## src/rtl/text_rx_deframer.sv

```systemverilog
// text_rx_deframer: hunts for the sync word in a hard-decision bitstream,
// extracts a length-prefixed payload, checks its XOR checksum and hands the
// payload bytes to the sink through a small FIFO with a valid/ready handshake.
// FIFO_DEPTH is expected to be a power of two and at least 2.
module text_rx_deframer #(
  parameter logic [15:0] SYNC_WORD  = 16'hA5C3,
  parameter int          MAX_LEN    = 64,
  parameter int          FIFO_DEPTH = 4
) (
  input  logic       CLOCK_50,
  input  logic       reset,
  input  logic       bit_in,
  input  logic       bit_valid,
  output logic [7:0] byte_out,
  output logic       byte_valid,
  input  logic       byte_ready,
  output logic       frame_done,
  output logic       frame_err,
  output logic [7:0] err_count,
  output logic       busy
);

  localparam int             PTR_W   = (FIFO_DEPTH > 1) ? $clog2(FIFO_DEPTH) : 1;
  localparam logic [PTR_W:0] DEPTH_V = (PTR_W + 1)'(FIFO_DEPTH);
  localparam logic [7:0]     MAX_V   = 8'(MAX_LEN);

  typedef enum logic [1:0] {
    S_HUNT,
    S_LEN,
    S_DATA,
    S_CHK
  } state_t;

  state_t           state;
  // Only the 15 most recent bits are kept: the 16th bit of the window is
  // always the incoming bit_in itself.
  logic [14:0]      shreg;
  logic [4:0]       hunt_cnt;
  logic [2:0]       bit_cnt;
  logic [6:0]       field_sr;
  logic [7:0]       byte_cnt;
  logic [7:0]       acc;
  logic             ovf;

  logic [7:0]       mem [FIFO_DEPTH];
  logic [PTR_W-1:0] wr_ptr;
  logic [PTR_W-1:0] rd_ptr;
  logic [PTR_W:0]   count;

  logic [7:0]       field_byte;
  logic             field_end;
  logic             push_req;
  logic             push;
  logic             pop;
  logic             fifo_full;
  logic             sync_hit;

  // The byte being completed by this bit, and the handshake/FIFO decisions
  assign field_byte = {field_sr, bit_in};
  assign field_end  = bit_valid && (state != S_HUNT) && (bit_cnt == 3'd7);
  assign push_req   = field_end && (state == S_DATA);
  assign byte_valid = (count != '0);
  assign pop        = byte_valid && byte_ready;
  assign fifo_full  = (count == DEPTH_V);
  // A full FIFO still accepts a byte when the head leaves on the same edge
  assign push       = push_req && (!fifo_full || pop);
  assign sync_hit   = (hunt_cnt >= 5'd15) && ({shreg, bit_in} == SYNC_WORD);
  // Head is forced to zero while empty so outputs read 0 straight out of reset
  assign byte_out   = byte_valid ? mem[rd_ptr] : 8'h00;

  // Frame FSM: sync hunt, length, payload and checksum fields, status pulses
  always_ff @(posedge CLOCK_50 or negedge reset) begin
    if (!reset) begin
      state      <= S_HUNT;
      shreg      <= '0;
      hunt_cnt   <= '0;
      bit_cnt    <= '0;
      field_sr   <= '0;
      byte_cnt   <= '0;
      acc        <= '0;
      ovf        <= 1'b0;
      frame_done <= 1'b0;
      frame_err  <= 1'b0;
      err_count  <= '0;
      busy       <= 1'b0;
    end else begin
      frame_done <= 1'b0;
      frame_err  <= 1'b0;
      if (bit_valid) begin
        if (state == S_HUNT) begin
          if (sync_hit) begin
            state   <= S_LEN;
            busy    <= 1'b1;
            bit_cnt <= '0;
          end else begin
            shreg <= {shreg[13:0], bit_in};
            if (hunt_cnt != 5'd16) hunt_cnt <= hunt_cnt + 5'd1;
          end
        end else begin
          field_sr <= field_byte[6:0];
          bit_cnt  <= bit_cnt + 3'd1;
          if (bit_cnt == 3'd7) begin
            case (state)
              S_LEN: begin
                if ((field_byte == 8'd0) || (field_byte > MAX_V)) begin
                  frame_err <= 1'b1;
                  if (err_count != 8'hFF) err_count <= err_count + 8'd1;
                  state     <= S_HUNT;
                  busy      <= 1'b0;
                  shreg     <= '0;
                  hunt_cnt  <= '0;
                  ovf       <= 1'b0;
                end else begin
                  byte_cnt <= field_byte;
                  acc      <= '0;
                  state    <= S_DATA;
                end
              end
              S_DATA: begin
                // Dropped bytes still enter the checksum; the frame fails anyway
                acc      <= acc ^ field_byte;
                byte_cnt <= byte_cnt - 8'd1;
                if (fifo_full && !pop) ovf <= 1'b1;
                if (byte_cnt == 8'd1) state <= S_CHK;
              end
              S_CHK: begin
                if ((field_byte == acc) && !ovf) begin
                  frame_done <= 1'b1;
                end else begin
                  frame_err <= 1'b1;
                  if (err_count != 8'hFF) err_count <= err_count + 8'd1;
                end
                state    <= S_HUNT;
                busy     <= 1'b0;
                shreg    <= '0;
                hunt_cnt <= '0;
                ovf      <= 1'b0;
              end
              default: state <= S_HUNT;
            endcase
          end
        end
      end
    end
  end

  // FIFO pointers and occupancy
  always_ff @(posedge CLOCK_50 or negedge reset) begin
    if (!reset) begin
      wr_ptr <= '0;
      rd_ptr <= '0;
      count  <= '0;
    end else begin
      if (push) wr_ptr <= wr_ptr + PTR_W'(1);
      if (pop)  rd_ptr <= rd_ptr + PTR_W'(1);
      case ({push, pop})
        2'b10:   count <= count + (PTR_W + 1)'(1);
        2'b01:   count <= count - (PTR_W + 1)'(1);
        default: count <= count;
      endcase
    end
  end

  // FIFO storage: data only, gated by occupancy on the read side
  always_ff @(posedge CLOCK_50) begin
    if (push) mem[wr_ptr] <= field_byte;
  end

endmodule
```

## config.mk

```make
export PLATFORM = sky130hd
export DESIGN_NAME = text_rx_deframer
export DESIGN_NICKNAME = d
export VERILOG_FILES = /design/src/rtl/text_rx_deframer.sv
export SDC_FILE = /design/constraint.sdc
export NUM_CORES = 1
export LEC_CHECK = 0
export ABC_AREA = 1
export CAP_MARGIN = 20
export CORE_ASPECT_RATIO = 1.4
export CORE_UTILIZATION = 54
export CTS_CLUSTER_DIAMETER = 30
export CTS_CLUSTER_SIZE = 10
export DETAILED_ROUTE_END_ITERATION = 16
export PLACE_DENSITY_LB_ADDON = 0.3
export SLEW_MARGIN = 20
export SYNTH_ARGS = -nofsm -noshare
export SYNTH_HDL_FRONTEND = slang
export SYNTH_SLANG_ARGS = --single-unit
```

## constraint.sdc

```tcl
create_clock -name CLOCK_50 -period 2.1 [get_ports CLOCK_50]
set_input_delay 0.42 -clock CLOCK_50 [delete_from_list [all_inputs] [get_ports CLOCK_50]]
set_output_delay 0.42 -clock CLOCK_50 [all_outputs]
set_load 0.02 [all_outputs]
```

-- Word level (Yosys, flattened, before mapping)
Memories as Yosys holds them, arrays and structs flattened.
Index checks and enable logic that the tools add are counted.
- bits of input ports: 5
- bits in registers: 67
- memories: 1
- RAM bits: 32
- memories (name ; words ; width ; rd ports ; clocked after memory_dff ; write ports ; line ; text):
    mem ; 4 ; 8 ; 1 ; 0 ; 1 ; 45 ; logic [7:0] mem [FIFO_DEPTH];
- eq/ne operators: 21
- magnitude comparators: 2
- bitwise operators: 2
- add/sub/neg operators: 8
- reduce and logical (&&, ||, !) cells: 32
- multiplexer cells: 49
- operator list (cell ; number):
    2-to-1 mux 15 bit ; 4
    2-to-1 mux 8 bit ; 6
    one-hot mux 8 bit (2 select lines) ; 3
    one-hot mux 15 bit (2 select lines) ; 1
    2-to-1 mux 5 bit ; 5
    AND reduction 6 bit ; 3
    2-to-1 mux 1 bit ; 17
    == test 16 bit, second input constant ; 1
    AND reduction 5 bit ; 3
    2-to-1 mux 2 bit ; 5
    inequality test 2 bit, second input constant ; 5
    one-hot mux 5 bit (2 select lines) ; 1
    nonzero test 2 bit ; 5
    nonzero test 3 bit ; 3
    adder 8 x 1 -> 8 bit, second input constant ; 1
    == test 8 x 1 -> 1 bit, second input constant ; 1
    == test 8 bit ; 1
    greater-than comparator 8 x 7 -> 1 bit, second input constant ; 1
    logical AND 1 bit ; 8
    zero test 8 bit ; 1
    inequality test 8 bit, second input constant ; 1
    subtractor 8 x 1 -> 8 bit, second input constant ; 1
    XOR 8 bit ; 1
    adder 3 x 1 -> 3 bit, second input constant ; 2
    22 further kinds ; 34

-- Depth between registers and ports, before layout
Gate-level depths: netlist of the first run.
- word-level depth: 7
- gate-level depth with buffers: 13
- depth with buffers taken out: 12

-- Least setup slack after synthesis of the first run
OpenSTA, ideal clock, no wires.
- path kind: register to register
- start: reg bit_cnt[0]
- end: reg count[2]
- stages on the path, launching flop included: 11
- required time: 1.983 ns
- arrival time: 1.929 ns
- period minus slack after synthesis: 2.046 ns
- path slack: 0.054 ns
- cell sequence: dfrtp_1 > ha_1 > ha_1 > nand2_1 > clkinv_1 > nand2_2 > o21ai_2 > fa_1 > or2_2 > nand4_1 > nand2_1
- word-level cells in the longest chain between the ends: 6
- elaborated cells on any way between the ends: 8
- those cells by class: eq/ne: 3; mux: 1; reduce/logical: 4
- RTL lines (item ; line ; text):
    start, declared ; 39 ; logic [2:0] bit_cnt;
    start signal, assigned ; 101 ; bit_cnt <= bit_cnt + 3'd1;
    == test 3 bit (*) ; 60 ; assign field_end = bit_valid && (state != S_HUNT) && (bit_cnt == 3'd7);
    logical AND 1 bit (*) ; 60 ;
    logical AND 1 bit (*) ; 61 ; assign push_req = field_end && (state == S_DATA);
    logical AND 1 bit (*) ; 66 ; assign push = push_req && (!fifo_full || pop);
    == test 2 x 1 -> 1 bit / == test 2 bit (equally long branches) ; 156 ; case ({push, pop})
    one-hot mux 3 bit (2 select lines) / nonzero test 2 bit (equally long branches) ; - ;
    end signal, assigned ; 157 ; 2'b10: count <= count + (PTR_W + 1)'(1);
    end signal, assigned ; 158 ; 2'b01: count <= count - (PTR_W + 1)'(1);
    end signal, assigned ; 159 ; default: count <= count;
    end, declared ; 48 ; logic [PTR_W:0] count;
Every way passes the cells marked *; elsewhere a longest branch is shown, timed or not.
A chain may end at the register's enable or synchronous reset.

-- Final worst setup path of the first run
- start: reg rd_ptr[0]
- end: out byte_out[4]
- word-level cells in the longest chain between the ends: 2
- RTL lines (item ; line ; text):
    start, declared ; 47 ; logic [PTR_W-1:0] rd_ptr;
    start signal, assigned ; 155 ; if (pop) rd_ptr <= rd_ptr + PTR_W'(1);
    memory read (4 x 8 bit) ; - ;
    2-to-1 mux 8 bit ; 69 ; assign byte_out = byte_valid ? mem[rd_ptr] : 8'h00;
    end, declared ; 14 ; output logic [7:0] byte_out,
Every way passes these cells.

==> flow_metrics.py, run 1 <==
metrics = {
    "die": {
        "core_area_sq_um": 9130,
        "io_pins": 25,
        "die_y_microns": 117,
        "die_width_microns": 84.4,
        "initial_core_util_pct": 56.2,
        "dieArea_sq_um": 9910,
        "num_rows": 41,
    },
    "logic_synthesis": {
        "synthCells": 609,
        "syn_nets": 631,
        "synth_ff_type": "dfrtp_1",
        "yosysSeqAreaShare_pct": 51.4,
        "yosysWarnings": 0,
        "synth-edff-count": 32,
        "post-synth-top-count-cell": "nand2_1",
        "synth_area_leaders": "dfrtp_1 33%, edfxtp_1 19%, nand2_1 13%, nor2_1 6.2%, inv_1 4.1%",
        "synthDistinctLibCells": 36,
        "async_flop_share_pct": 67.7,
        "syn_area_sq_um": 5130,
        "yosysTopAreaCell": "dfrtp_1",
        "synth_top_area_share_pct": 32.7,
        "synth.avg_cell_area_sq_um": 8.43,
        "ys_seq_elements": 99,
        "synth_commonest_cells": "172 x nand2_1, 85 x nor2_1, 67 x dfrtp_1",
    },
    "critical_path": {
        "critPathKind": "register to primary output",
        "critPathCaptureType": "primary output",
        "crit_family": "buffers and inverters",
        "r2r-start": "bit_cnt[1]",
        "rrSetupSlack_ns": 0.12,
        "worstPathCellList": "buf_12 > inv_4 > o21ai_0 > a21oi_1 > dlygate4sd2_1",
        "crit_slowest_cell": "dfrtp_1",
        "cp-start-kind": "register",
        "rr_endpoint": "count[2]",
        "crit_arrival_ns": 1.61,
        "cp_slowest_stage_delay_ns": 0.40,
        "required_ns": 1.68,
        "crit_buf_inv": 3,
        "path_max_fanout": 18,
        "r2r_cells": 10,
    },
    "pwr": {
        "p_switching_mw": 1.69,
        "power_mw": 5.22,
        "peakVddDrop_mv": 0.493,
        "power.internal_mw": 3.52,
        "power_density_nw_per_um2": 866,
        "pwr-share-seq_pct": 43.9,
        "swShare_pct": 32.5,
        "p_clk_share_pct": 30.0,
        "leakagePower_nw": 2.79,
        "power_frac_comb_pct": 26.0,
    },
    "timing": {
        "whs_ns": 0.0595,
        "rsz0062_at_grt": "no",
        "fin_worst_skew_ns": 0.00438,
        "drv_slew": 0,
        "max_slew_margin_pct": 62.7,
        "tightest_slew_ns": 0.560,
        "hold_viol": 0,
        "final-setup-viol-count": 0,
        "finalCriticalPeriod_ns": 2.03,
        "timing.fmax_mhz": 492,
        "setup_slack_ns": 0.0672,
        "finalCritPeriodShare_pct": 96.8,
    },
    "global_routing": {
        "grt-ovfl-total": 0,
        "antenna_found_initial": 0,
        "grt_pass1_vias": 4091,
        "grt_max_degree": 29,
        "grt_pass1_wl_microns": 18300,
        "grt_usage_pct": 23.1,
    },
    "cts": {
        "clk_path_buf_depth": 2,
        "cts_tree": "done",
        "cts-root-buf": "clkbuf_16",
        "h-tree-depth": 3,
        "clk_latency_ns": 0.35,
        "cts-hold-fix-buffers": 0,
        "cts_buffers": 9,
        "clk_pin_slew_ns": 0.07,
        "post_cts_buffers": 0,
        "clock_sinks": 99,
    },
    "placed_design": {
        "pre_cts_ws_ns": -0.0653,
        "dp_hpwl_microns": 7480,
        "io_buffer_count": 24,
        "place_congestion": 0.840,
    },
    "final_layout": {
        "final_util_pct": 66.0,
        "area_delta_synth_final_pct": 17.4,
        "fin_nets": 684,
        "antenna_cells": 0,
        "nFillCells": 736,
        "drive_above_1_share_pct": 14.1,
    },
    "run_status": {
        "violations": "DRC",
        "status": "finished with violations",
    },
    "routing": {
        "wl_met3_microns": 314,
        "drc": 2,
        "wirelength_microns": 10300,
        "drtIter0Drc": 226,
        "ant_nets": 0,
        "vias": 4079,
        "top_layer": "met4",
        "route.met2.wl_microns": 5530,
        "routedWlPerCell_microns": 13.4,
        "wl_met1_microns": 4260,
        "viasPerCell": 5.27,
        "first_pass_iters": 11,
    },
    "worst_hold_path": {
        "holdCritPathClass": "input pin to async pin",
    },
    "job": {
        "max_cap_violations": 0,
    },
}
[registers in the layout, summed over array words and instances (netlist names)]
register    flops
busy            1
state           2
acc             8
frame_done      1
rd_ptr          2
wr_ptr          2
shreg          15
count           3
field_sr        7
byte_cnt        8
ovf             1
frame_err       1
err_count       8
mem            32
bit_cnt         3
hunt_cnt        5
[power by group through the flow]
stage          clock (mW)  sequential [mW]  combinational (mW)
5_1_grt              1.67             2.32                1.52
2_1_floorplan           0             2.27               0.916
3_5_place_dp            0             2.33                1.42
4_1_cts              1.60             2.29                1.38
6_report             1.57             2.29                1.36
3_3_place_gp            0             2.32                1.38
[routing by layer]
layer  GRT usage (%)  vias to the layer above
met1            26.5                     1925
met4            8.37                        0
met2            42.0                       75
met3            4.79                       17
li1                -                     2062
met5               0                        -
[layout by cell type (no fill, tap or decap), drive strengths merged]
cell type      count
nand3             30
xnor2              2
nand4             16
dlygate4sd2        1
o21ai             56
nor2              91
clkinvlp           1
clkdlybuf4s50     15
clkdlybuf4s15      4
ha                16
fa                 1
xor2               5
a31oi              1
a21oi             12
nor3               1
edfxtp            32
clkinv             3
nand3b            16
nand2            179
inv               65
or2                2
clkbuf            10
dfrtp             67
buf               40
o31ai              1
[how the worst max path moves through the flow]
| stage | startpoint | end | slack, ns | depth (start not counted) |
|---|---|---|---|---|
| floorplan | bit_cnt[0] | count[2] | 0.05 | 10 |
| global route | rd_ptr[0] | byte_out[4] | 0.002 | 5 |
| CTS | bit_cnt[0] | count[2] | 0.009 | 11 |
| global placement | bit_valid | count[2] | -0.02 | 9 |
| detailed placement | bit_valid | count[2] | -0.07 | 9 |
| finish | rd_ptr[0] | byte_out[4] | 0.07 | 5 |
[area by class of cell]
| class | count | area (sq um) | share of cell area [%] |
|---|---|---|---|
| flip-flops and latches | 99 | 2640 | 43.8 |
| clock buffers | 9 | 225 | 3.74 |
| repair buffers | 61 | 563 | 9.34 |
| multi-input cells | 429 | 2170 | 36.0 |
| clock inverters | 7 | 58.8 | 0.976 |
| inverters | 62 | 241 | 4.01 |
| well taps | 107 | 134 | 2.22 |
[stage by stage]
step / setup TNS (ns) / cells / area [sq um]
after floorplan: 0 / 609 / 5130
after global placement: -0.0184 / 758 / 5720
after detailed placement: -0.576 / 758 / 5720
after CTS: 0 / 774 / 6010
after global routing: 0 / 774 / 6030
final: 0 / 774 / 6030
[logic make-up after synthesis]
| logic type | share of synthesized area (%) |
|---|---|
| compound gates | 7.12 |
| fa+ha+maj | 4.29 |
| buf+inv | 7.02 |
| xor+xnor | 1.19 |
| simple gates | 29.0 |
| flops | 51.4 |
[timing repair]
action                     in CTS  in global routing
pin swaps                       0                  1
setup endpoints to repair      14                 42
gates resized for setup        22                 13
Note: power is estimated with default switching activity, not from simulation.
==> run 2: changes to the inputs <==
--- a/config.mk
+++ b/config.mk
@@ -8,7 +8,7 @@
 export ABC_AREA = 1
 export CAP_MARGIN = 20
 export CORE_ASPECT_RATIO = 1.4
-export CORE_UTILIZATION = 54
+export CORE_UTILIZATION = 60
 export CTS_CLUSTER_DIAMETER = 30
 export CTS_CLUSTER_SIZE = 10
 export DETAILED_ROUTE_END_ITERATION = 16
==> constraint.sdc (replaced) <==
create_clock -name CLOCK_50 -period 1.9 [get_ports CLOCK_50]
set_input_delay 0.38 -clock CLOCK_50 [delete_from_list [all_inputs] [get_ports CLOCK_50]]
set_output_delay 0.38 -clock CLOCK_50 [all_outputs]
set_load 0.02 [all_outputs]
==> run 2 against run 1 <==
Compared with the run above: the run ends with setup timing left; non-clock buffer count up 15; total power up 15%; sequential share of layout area down 1.4 points; register-to-register slack worse by 0.12 ns; setup slack worse by 0.067 ns; first-iteration DRC count up 30%; flip-flop and latch count unchanged; clock power up 11%; worst hold slack worse by 0.020 ns; critical endpoint is now count[2]; largest cell class unchanged.
==> flow_metrics.py, run 2 (synthesis results as in run 1) <==
metrics = {
    "final_layout": {
        "largest_register_ffs": 32,
        "nFillCells": 526,
        "largest-register": "mem",
        "reg_top3": "mem (32), shreg (15)",
        "drive_above_1_share_pct": 18.6,
        "area_delta_synth_final_pct": 21.2,
        "final_util_pct": 75.5,
        "final_cell_mix": "167 x nand2_1, 78 x nor2_1, 67 x dfrtp_1",
        "mostFrequentLayoutCell": "nand2_1",
        "antenna_cells": 0,
        "fin_nets": 701,
    },
    "cts": {
        "clock_sinks": 99,
        "cts-root-buf": "clkbuf_16",
        "clk_pin_slew_ns": 0.07,
        "clk_latency_ns": 0.35,
        "h-tree-depth": 3,
        "clk_path_buf_depth": 2,
        "cts-hold-fix-buffers": 0,
        "cts_buffers": 9,
        "cts_tree": "done",
    },
    "critical_path": {
        "cp-start-kind": "register",
        "rrSetupSlack_ns": -0.0002,
        "r2r-start": "bit_cnt[0]",
        "required_ns": 2.19,
        "critPathKind": "register to register",
        "r2r_cells": 11,
        "rr_endpoint": "count[2]",
        "crit_arrival_ns": 2.19,
        "critPathCaptureType": "register",
        "path_max_fanout": 3,
    },
    "timing": {
        "timing.fmax_mhz": 526,
        "tightest_slew_ns": 0.405,
        "hold_viol": 0,
        "finalCriticalPeriod_ns": 1.90,
        "max_slew_margin_pct": 72.8,
        "whs_ns": 0.0390,
        "rsz0062_at_grt": "yes",
        "fin_worst_skew_ns": 0.00612,
        "final-setup-viol-count": 1,
        "setup-tns-final_ns": -0.000236,
        "finalCritPeriodShare_pct": 100,
        "setup_slack_ns": -0.000236,
        "drv_slew": 0,
    },
    "pwr": {
        "power_density_nw_per_um2": 967,
        "power_frac_comb_pct": 29.1,
        "power.internal_mw": 4.01,
        "p_clk_share_pct": 29.0,
        "leakagePower_nw": 2.89,
        "power_mw": 6.02,
        "p_switching_mw": 2.01,
        "swShare_pct": 33.3,
        "peakVddDrop_mv": 0.765,
        "pwr-share-seq_pct": 41.9,
    },
    "placed_design": {
        "io_buffer_count": 24,
        "dp_hpwl_microns": 7610,
        "place_congestion": 0.864,
    },
    "run_status": {
        "status": "finished with violations",
        "violations": "setup timing",
    },
    "die": {
        "dieArea_sq_um": 8940,
        "io_pins": 25,
        "die_width_microns": 80.2,
        "initial_core_util_pct": 62.3,
        "num_rows": 39,
        "core_area_sq_um": 8250,
        "die_y_microns": 111,
    },
    "routing": {
        "drc": 0,
        "wirelength_microns": 11700,
        "ant_nets": 0,
        "drtIter0Drc": 293,
        "first_pass_iters": 5,
        "vias": 4324,
        "routedWlPerCell_microns": 14.9,
        "viasPerCell": 5.50,
    },
    "global_routing": {
        "antenna_found_initial": 0,
        "grt_max_degree": 68,
        "grt_pass1_wl_microns": 19300,
        "grt-ovfl-total": 0,
        "grt_pass1_vias": 4327,
        "grt_usage_pct": 28.0,
    },
    "worst_hold_path": {
        "holdCritPathClass": "input pin to async pin",
    },
    "job": {
        "max_cap_violations": 0,
    },
}
run 2: power groups by stage:
stage,logic (mW),clock network (mW),registers (mW)
after global placement,1.63,0,2.53
final,1.75,1.75,2.52
after detailed placement,1.69,0,2.54
after floorplan,1.02,0,2.51
after CTS,1.60,1.77,2.50
after global routing,1.94,1.86,2.54
run 2: repair_timing:
item / in CTS / in global routing
gates resized for setup: 43 / 39
setup endpoints to repair: 20 / 68
cloned: 1 / 1
setup buffers: 2 / 9
pin swaps: 5 / 16
run 2: how the worst max path moves through the flow:
stage | depth (start not counted) | from | slack [ns] | to
2_1_floorplan | 8 | state[0] | -0.04 | mem[0][0]
3_3_place_gp | 9 | bit_valid | -0.15 | count[2]
3_5_place_dp | 10 | bit_valid | -0.20 | count[2]
4_1_cts | 12 | hunt_cnt[0] | -0.01 | shreg[11]
5_1_grt | 13 | hunt_cnt[1] | -0.06 | shreg[7]
6_report | 11 | bit_cnt[0] | -0.0002 | count[2]
run 2: metal layers:
layer  vias to the layer above  GRT usage (%)  part of all wire (%)
met5                         -              0                     0
met4                         0           10.2                   2.4
met3                        36           4.92                   4.0
met2                       135           51.6                    55
met1                      2052           31.5                    38
li1                       2101              -                     -
run 2: final cells by class:
type                            count  area (sq um)  area share [%]
Sequential cell                    99          2640            42.4
Multi-Input combinational cell    431          2260            36.4
Timing Repair Buffer               76           663            10.7
Inverter                           62           248            3.98
Clock buffer                        9           225            3.62
Tap cell                          102           128            2.05
Clock inverter                      7          60.1           0.965
run 2: worst max-delay path, stage by stage (launching register included):
cell      delay (ns)
dfrtp_1         0.40
ha_2            0.21
ha_4            0.17
nand2_4         0.07
clkinv_4        0.06
nand2_4         0.08
o21ai_4         0.07
fa_2            0.34
or2_4           0.24
nand3_1         0.08
nand2_1         0.07
nand2_1         0.05
run 2: stage by stage:
stage          area, sq um  worst slack (ns)  std cells
4_1_cts               6080           -0.0135        778
6_report              6220         -0.000236        786
2_1_floorplan         5150           -0.0426        609
3_3_place_gp          5770            -0.148        759
5_1_grt               6220           -0.0585        786
3_5_place_dp          5770            -0.197        759
